## config.mk

```make
export PLATFORM = sky130hd
export DESIGN_NAME = ex_alu_mc
export DESIGN_NICKNAME = d
export VERILOG_FILES = /design/src/rtl/cpu_pkg.sv /design/src/rtl/mul_iter.sv /design/src/rtl/ex_alu_mc.sv
export SDC_FILE = /design/constraint.sdc
export NUM_CORES = 1
export LEC_CHECK = 0
export ABC_AREA = 1
export ABC_CLOCK_PERIOD_IN_PS = 4800
export CAP_MARGIN = 20
export CELL_PAD_IN_SITES_DETAIL_PLACEMENT = 1
export CELL_PAD_IN_SITES_GLOBAL_PLACEMENT = 1
export CORE_ASPECT_RATIO = 1.75
export CORE_MARGIN = 5
export CORE_UTILIZATION = 45
export DETAILED_ROUTE_END_ITERATION = 16
export HOLD_SLACK_MARGIN = 0.03
export PLACE_DENSITY = 0.89
export REMOVE_ABC_BUFFERS = 1
export SYNTH_ARGS = -nofsm -noshare
export SYNTH_HDL_FRONTEND = slang
export SYNTH_HIERARCHICAL = 1
export SYNTH_SLANG_ARGS = --single-unit
```

## constraint.sdc

```tcl
create_clock -name clk_i -period 4.8 [get_ports clk_i]
set_input_delay 0.96 -clock clk_i [delete_from_list [all_inputs] [get_ports clk_i]]
set_output_delay 0.96 -clock clk_i [all_outputs]
set_load 0.02 [all_outputs]
```

## src/rtl/cpu_pkg.sv

```systemverilog
// Shared ALU controller codes, EX-stage FSM states and datapath width default.
package cpu_pkg;

   localparam int DATA_W_DEF = 32;

   localparam logic [3:0] CTRL_AND = 4'd0;
   localparam logic [3:0] CTRL_OR  = 4'd1;
   localparam logic [3:0] CTRL_ADD = 4'd2;
   localparam logic [3:0] CTRL_MUL = 4'd3;
   localparam logic [3:0] CTRL_SUB = 4'd6;
   localparam logic [3:0] CTRL_SLT = 4'd7;

   typedef enum logic {
      IDLE = 1'b0,
      RUN  = 1'b1
   } state_t;

endpackage

```

## src/rtl/mul_iter.sv

```systemverilog
// Iterative shift-add multiplier: retires MUL_STEP multiplier bits per cycle.
module mul_iter #(
   parameter int DATA_W   = 32,
   parameter int MUL_STEP = 1
) (
   input  logic              clk,
   input  logic              rst_n,
   input  logic              start,
   input  logic              abort,
   input  logic [DATA_W-1:0] op_a,
   input  logic [DATA_W-1:0] op_b,
   output logic              last,
   output logic [DATA_W-1:0] prod
);

   localparam int K  = DATA_W / MUL_STEP;
   localparam int CW = $clog2(K + 1);

   logic [DATA_W-1:0] a_q, b_q, acc_q, partial;
   logic [CW-1:0]     cnt_q;

   always_comb begin
      partial = '0;
      for (int unsigned j = 0; j < MUL_STEP; j++) begin
         if (b_q[j]) partial = partial + (a_q << j);
      end
   end

   // cnt_q == 0 means idle; the product is taken combinationally on the final step
   assign last = (cnt_q == CW'(1));
   assign prod = acc_q + partial;

   always_ff @(posedge clk) begin
      if (!rst_n) begin
         a_q   <= '0;
         b_q   <= '0;
         acc_q <= '0;
         cnt_q <= '0;
      end else if (start) begin
         a_q   <= op_a;
         b_q   <= op_b;
         acc_q <= '0;
         cnt_q <= CW'(K);
      end else if (cnt_q != '0) begin
         if (abort || last) begin
            cnt_q <= '0;
         end else begin
            cnt_q <= cnt_q - CW'(1);
         end
         acc_q <= prod;
         a_q   <= a_q << MUL_STEP;
         b_q   <= b_q >> MUL_STEP;
      end
   end

endmodule

```

## src/rtl/ex_alu_mc.sv

```systemverilog
// EX-stage ALU with multi-cycle multiply and upstream stall.
// Define ALU_OVF_EN to add the registered signed-overflow output ovf_o.
module ex_alu_mc
   import cpu_pkg::*;
#(
   parameter int DATA_W   = DATA_W_DEF,
   parameter int MUL_STEP = 1
) (
   input  logic              clk_i,
   input  logic              rst_i,
   input  logic              valid_i,
   input  logic              flush_i,
   input  logic [3:0]        ctrl_i,
   input  logic [DATA_W-1:0] src1_i,
   input  logic [DATA_W-1:0] src2_i,
   output logic              ready_o,
   output logic              stall_o,
   output logic              done_o,
   output logic [DATA_W-1:0] result_o,
   output logic              zero_o
`ifdef ALU_OVF_EN
   ,
   output logic              ovf_o
`endif
);

   state_t            state;
   logic [DATA_W-1:0] alu_res;
   logic [DATA_W-1:0] mul_prod;
   logic              mul_last;
   logic              accept;
   logic              is_mul;

   assign is_mul  = (ctrl_i == CTRL_MUL);
   assign accept  = (state == IDLE) && valid_i && !flush_i;
   assign ready_o = (state == IDLE);
   assign stall_o = (state == RUN) || (accept && is_mul);

   always_comb begin
      alu_res = '0;
      case (ctrl_i)
         CTRL_AND: alu_res = src1_i & src2_i;
         CTRL_OR:  alu_res = src1_i | src2_i;
         CTRL_ADD: alu_res = src1_i + src2_i;
         CTRL_SUB: alu_res = src1_i - src2_i;
         CTRL_SLT: alu_res = {{(DATA_W-1){1'b0}}, ($signed(src1_i) < $signed(src2_i))};
         default:  alu_res = '0;
      endcase
   end

`ifdef ALU_OVF_EN
   logic alu_ovf;
   always_comb begin
      alu_ovf = 1'b0;
      if (ctrl_i == CTRL_ADD)
         alu_ovf = (src1_i[DATA_W-1] == src2_i[DATA_W-1]) && (alu_res[DATA_W-1] != src1_i[DATA_W-1]);
      else if (ctrl_i == CTRL_SUB)
         alu_ovf = (src1_i[DATA_W-1] != src2_i[DATA_W-1]) && (alu_res[DATA_W-1] != src1_i[DATA_W-1]);
   end
`endif

   mul_iter #(
      .DATA_W   (DATA_W),
      .MUL_STEP (MUL_STEP)
   ) u_mul (
      .clk   (clk_i),
      .rst_n (rst_i),
      .start (accept && is_mul),
      .abort ((state == RUN) && flush_i),
      .op_a  (src1_i),
      .op_b  (src2_i),
      .last  (mul_last),
      .prod  (mul_prod)
   );

   always_ff @(posedge clk_i) begin
      if (!rst_i) begin
         state    <= IDLE;
         result_o <= '0;
         zero_o   <= 1'b0;
         done_o   <= 1'b0;
`ifdef ALU_OVF_EN
         ovf_o    <= 1'b0;
`endif
      end else begin
         done_o <= 1'b0;
         case (state)
            IDLE: begin
               if (accept) begin
                  if (is_mul) begin
                     state <= RUN;
                  end else begin
                     result_o <= alu_res;
                     zero_o   <= (alu_res == '0);
                     done_o   <= 1'b1;
`ifdef ALU_OVF_EN
                     ovf_o    <= alu_ovf;
`endif
                  end
               end
            end
            RUN: begin
               // a flush on the final step still wins over completion
               if (flush_i) begin
                  state <= IDLE;
               end else if (mul_last) begin
                  state    <= IDLE;
                  result_o <= mul_prod;
                  zero_o   <= (mul_prod == '0);
                  done_o   <= 1'b1;
`ifdef ALU_OVF_EN
                  ovf_o    <= 1'b0;
`endif
               end
            end
            default: state <= IDLE;
         endcase
      end
   end

endmodule

```

==> metrics.md <==
| Metric | Value |
|---|---|
| Post-layout net count | a little over 3000 |
| Synth top area cells | nand2_1 23%, dfxtp_1 18%, inv_1 13%, ha_1 11%, nand3_1 7.1% |
| Seq cells post-synth | around 140 |
| Syn_area_per_cell | between 5 and 6 sq um |
| Post-synthesis sequential area ratio | 18.0% |
| Setup TNS Final | 0 ns |
| Crit Path Class | input port to flip-flop |
| Post-DP HPWL | between 50 and 60 mm |
| Total number of vias | 18397 |
| Worst reg2reg setup slack | between 0.9 and 1 ns |
| Crit path max-delay family | simple AND/OR/NAND/NOR gates |
| Worst-case clock buffer depth | 2 |
| DRC | 0 |
| TritonRoute pass-1 iters | 6 |
| Grt total ovfl | 0 |
| Top_reg_cell synth | dfxtp_1 |
| Final worst path period share | a little under nine tenths |
| CP Max Fanout | 4 |
| Vias in the first global route | between 15000 and 20000 |
| Crit end category | flip-flop |
| Buf+Inv Stages, Crit Path | 3 |
| R2r startpoint | u_mul/b_q[0] |
| Slowest CP cell | clkdlybuf4s50_1 |
| CTS Hold Buffers Added | 0 |
| Largest area contributor in the synthesized netlist | nand2_1 |
| Layout Skew | about 0.02 ns |
| WP data required | a little over 5 ns |
| Initial core utilization | between 40 and 50% |
| Min cycle time layout | 4.14 ns |
| Largest net degree at the start of global routing | 69 |
| Cells after synthesis | 2759 |
| Synth top area share | 22.7% |
| RSZ-0062 raised after global routing | no |
| GPL Wtd Cong | about 0.99 |
| Pins Over Slew Limit | 0 |
| Cell Area, Synth | 15200 sq um |
| Element type at the critical path start | input port |
| Layout cell share with drive strength beyond 1 | about 4.2% |
| Die width | 149 microns |
| Initial antenna violation count | 0 |
| Largest stage delay on the critical path | 0.58 ns |
| Antenna-violating nets left | 0 |
| Clock power share | 23.4% |
| Sequential Power Share | approximately 25% |
| Sequential cell area | around 2700 sq um |
| Max frequency | between 200 and 250 MHz |
| Core area | roughly 34000 sq um |
| I/O Buffers | approximately 110 |
| GR Util All Layers | 35.5% |
| Num CTS Buffers | 17 |
| Cells on worst reg2reg path | 18 |
| Most frequent CP cell | nand2_1 |
| Comb power frac | 51.4% |
| Clock root buffer | clkbuf_16 |
| Area of the multi-input gates | 10000 sq um |
| Worst Setup EP | zero_o |
| Count of final hold-check violations | 0 |
| Post-Route WL | 68.0 mm |
| Worst VDD drop | 344 uV |
| Worst Setup SP | src2_i[0] |
| Critical Path Stages | 21 |
| Via/cell ratio | 5.60 |
| Yosys warning count | 6 |
| First-pass GRT wire length | between 100 and 150 mm |
| CTS tree | done |
| Clk Latency, worst-skew pair | between 0.4 and 0.5 ns |
| Drt wl/cell | between 20 and 25 microns |
| Post-synth ARST share | 0% |
| Count leader, synth | nand2_1 |
| CP Cell Sequence | clkdlybuf4s50_1, ha_1, inv_1, fa_1, inv_1, nand3_1, nand3_1, nand2_1, nand2_1, nand2_1, nand3_1, nand2_1, nor2_1, nand3_1, nor2_1, nand2_1, nor2_1, nand2_1, nor2_1, nand2_1, a21oi_2 |
| Die area | 37700 sq um |
| Unique cell type count in the Yosys netlist | 43 |
| Reg-to-Reg End | zero_o |
| Htree depth | 4 |
| Die Ht | between 200 and 300 microns |
| Area growth syn-to-layout | 12.9% |
| Maxcap violations | 0 |
| DR iter-0 viols | 1235 |
| IO Count | ~110 |
| Post-CTS repair timing setup buffer count | 0 |
| Slew of the pin with the lowest slew margin | 1.07 ns |
| # resized after CTS | 0 |
| Synth cell count leaders | 921 x nand2_1, 516 x inv_1, 285 x nor2_1 |
| Fillers | between 4000 and 5000 |
| Post-route total power | around 5.7 mW |
| Run status | finished, final reports clean |
| Slew Limit Headroom | about 28% |
| Hold crit path type | flip-flop to flip-flop |
| Sw Pwr | 2.84 mW |
| Net Sw Frac | between 50 and 60% |
| Row Count | slightly below 90 |
| Post-synth EDFFs | 0 |
| Worst-path clk slew | 0.07 ns |
| Leakage | approximately 9.3 nW |
| Clock sink count | roughly 140 |
| Power Dens Cells | about 330 nW/um^2 |
| Internal power | roughly 2.8 mW |
| Final setup violation count | 0 |
| Critical Path AT | roughly 4.5 ns |
[tightest hold or removal path, stage by stage (launching register included)]
cell	delay [ns]
dfxtp_1	0.31
nand2_1	0.06
a21oi_1	0.05
[how the worst min path moves through the flow]
| stage | startpoint | to | depth (start not counted) |
|---|---|---|---|
| CTS | result_o[13] | result_o[13] | 2 |
| detailed placement | result_o[13] | result_o[13] | 2 |
| floorplan | u_mul/b_q[31] | u_mul/b_q[31] | 2 |
| global placement | u_mul/b_q[31] | u_mul/b_q[31] | 2 |
| global route | result_o[26] | result_o[26] | 2 |
| finish | result_o[13] | result_o[13] | 2 |
[per-layer routing]
layer / vias to the layer above / GRT usage (%) / wire (microns)
met5: - / 0 / 0
met4: 0 / 23.3 / 5060
met3: 242 / 2.88 / 2540
met2: 582 / 66.3 / 35500
met1: 8921 / 37.5 / 24900
li1: 8652 / - / -
[cell type report]
type | count | share of cell area (%)
flip-flops and latches | 137 | 16.0
clock inverters | 15 | 0.860
repair buffers | 137 | 7.55
clock buffers | 17 | 2.48
well taps | 455 | 3.32
inverters | 527 | 11.5
multi-input cells | 1996 | 58.3
diodes | 1 | 0.0146
[cells by family after synthesis]
group | Yosys count | synth area share [%]
flip-flops | 137 | 18.0
adder cells (fa/ha/maj) | 135 | 11.3
XOR/XNOR | 20 | 1.15
AND/OR/NAND/NOR | 1522 | 41.2
buffers and inverters | 626 | 16.3
AO/OA/AOI/OAI | 319 | 12.1
[metrics by stage]
step,instance area (sq um),setup slack (ns),utilization [%],instances,hold WS [ns]
3_5_place_dp,16600,0.293,49.3,3252,0.460
6_report,17200,0.661,51.0,3285,0.467
2_1_floorplan,14700,-1.47,-,2660,0.442
5_1_grt,17200,0.384,51.0,3284,0.486
4_1_cts,17200,0.725,51.0,3284,0.470
3_3_place_gp,16600,0.222,49.3,3252,0.450
[cells in the final DEF, fill, tap and decap left out, drive strengths merged, types with 4 or more instances in the layout]
| cell type | count |
|---|---|
| o211ai | 15 |
| nor3 | 26 |
| xnor2 | 4 |
| clkdlybuf4s50 | 107 |
| o22ai | 28 |
| nor4 | 5 |
| o21ai | 61 |
| nand3b | 9 |
| dfxtp | 137 |
| clkinv | 5 |
| ha | 132 |
| a21oi | 130 |
| nand4 | 24 |
| xor2 | 16 |
| buf | 30 |
| o21bai | 17 |
| nand3 | 218 |
| inv | 536 |
| a31oi | 63 |
| nor2 | 302 |
| clkbuf | 17 |
| nand2 | 928 |
| or2 | 4 |
[flip-flops by register name, indices dropped and copies added (netlist names)]
name         count
u_mul/cnt_q      6
result_o        32
zero_o           1
state            1
u_mul/acc_q     32
u_mul/b_q       32
u_mul/a_q       32
done_o           1
[power by group through the flow]
stage | clock network, mW | logic, mW | registers, mW
floorplan | 0 | 1.80 | 1.43
global placement | 0 | 2.71 | 1.44
detailed placement | 0 | 2.82 | 1.45
CTS | 1.34 | 2.86 | 1.43
global route | 1.38 | 3.17 | 1.44
finish | 1.33 | 2.91 | 1.43
Note: power is estimated with default switching activity, not from simulation.
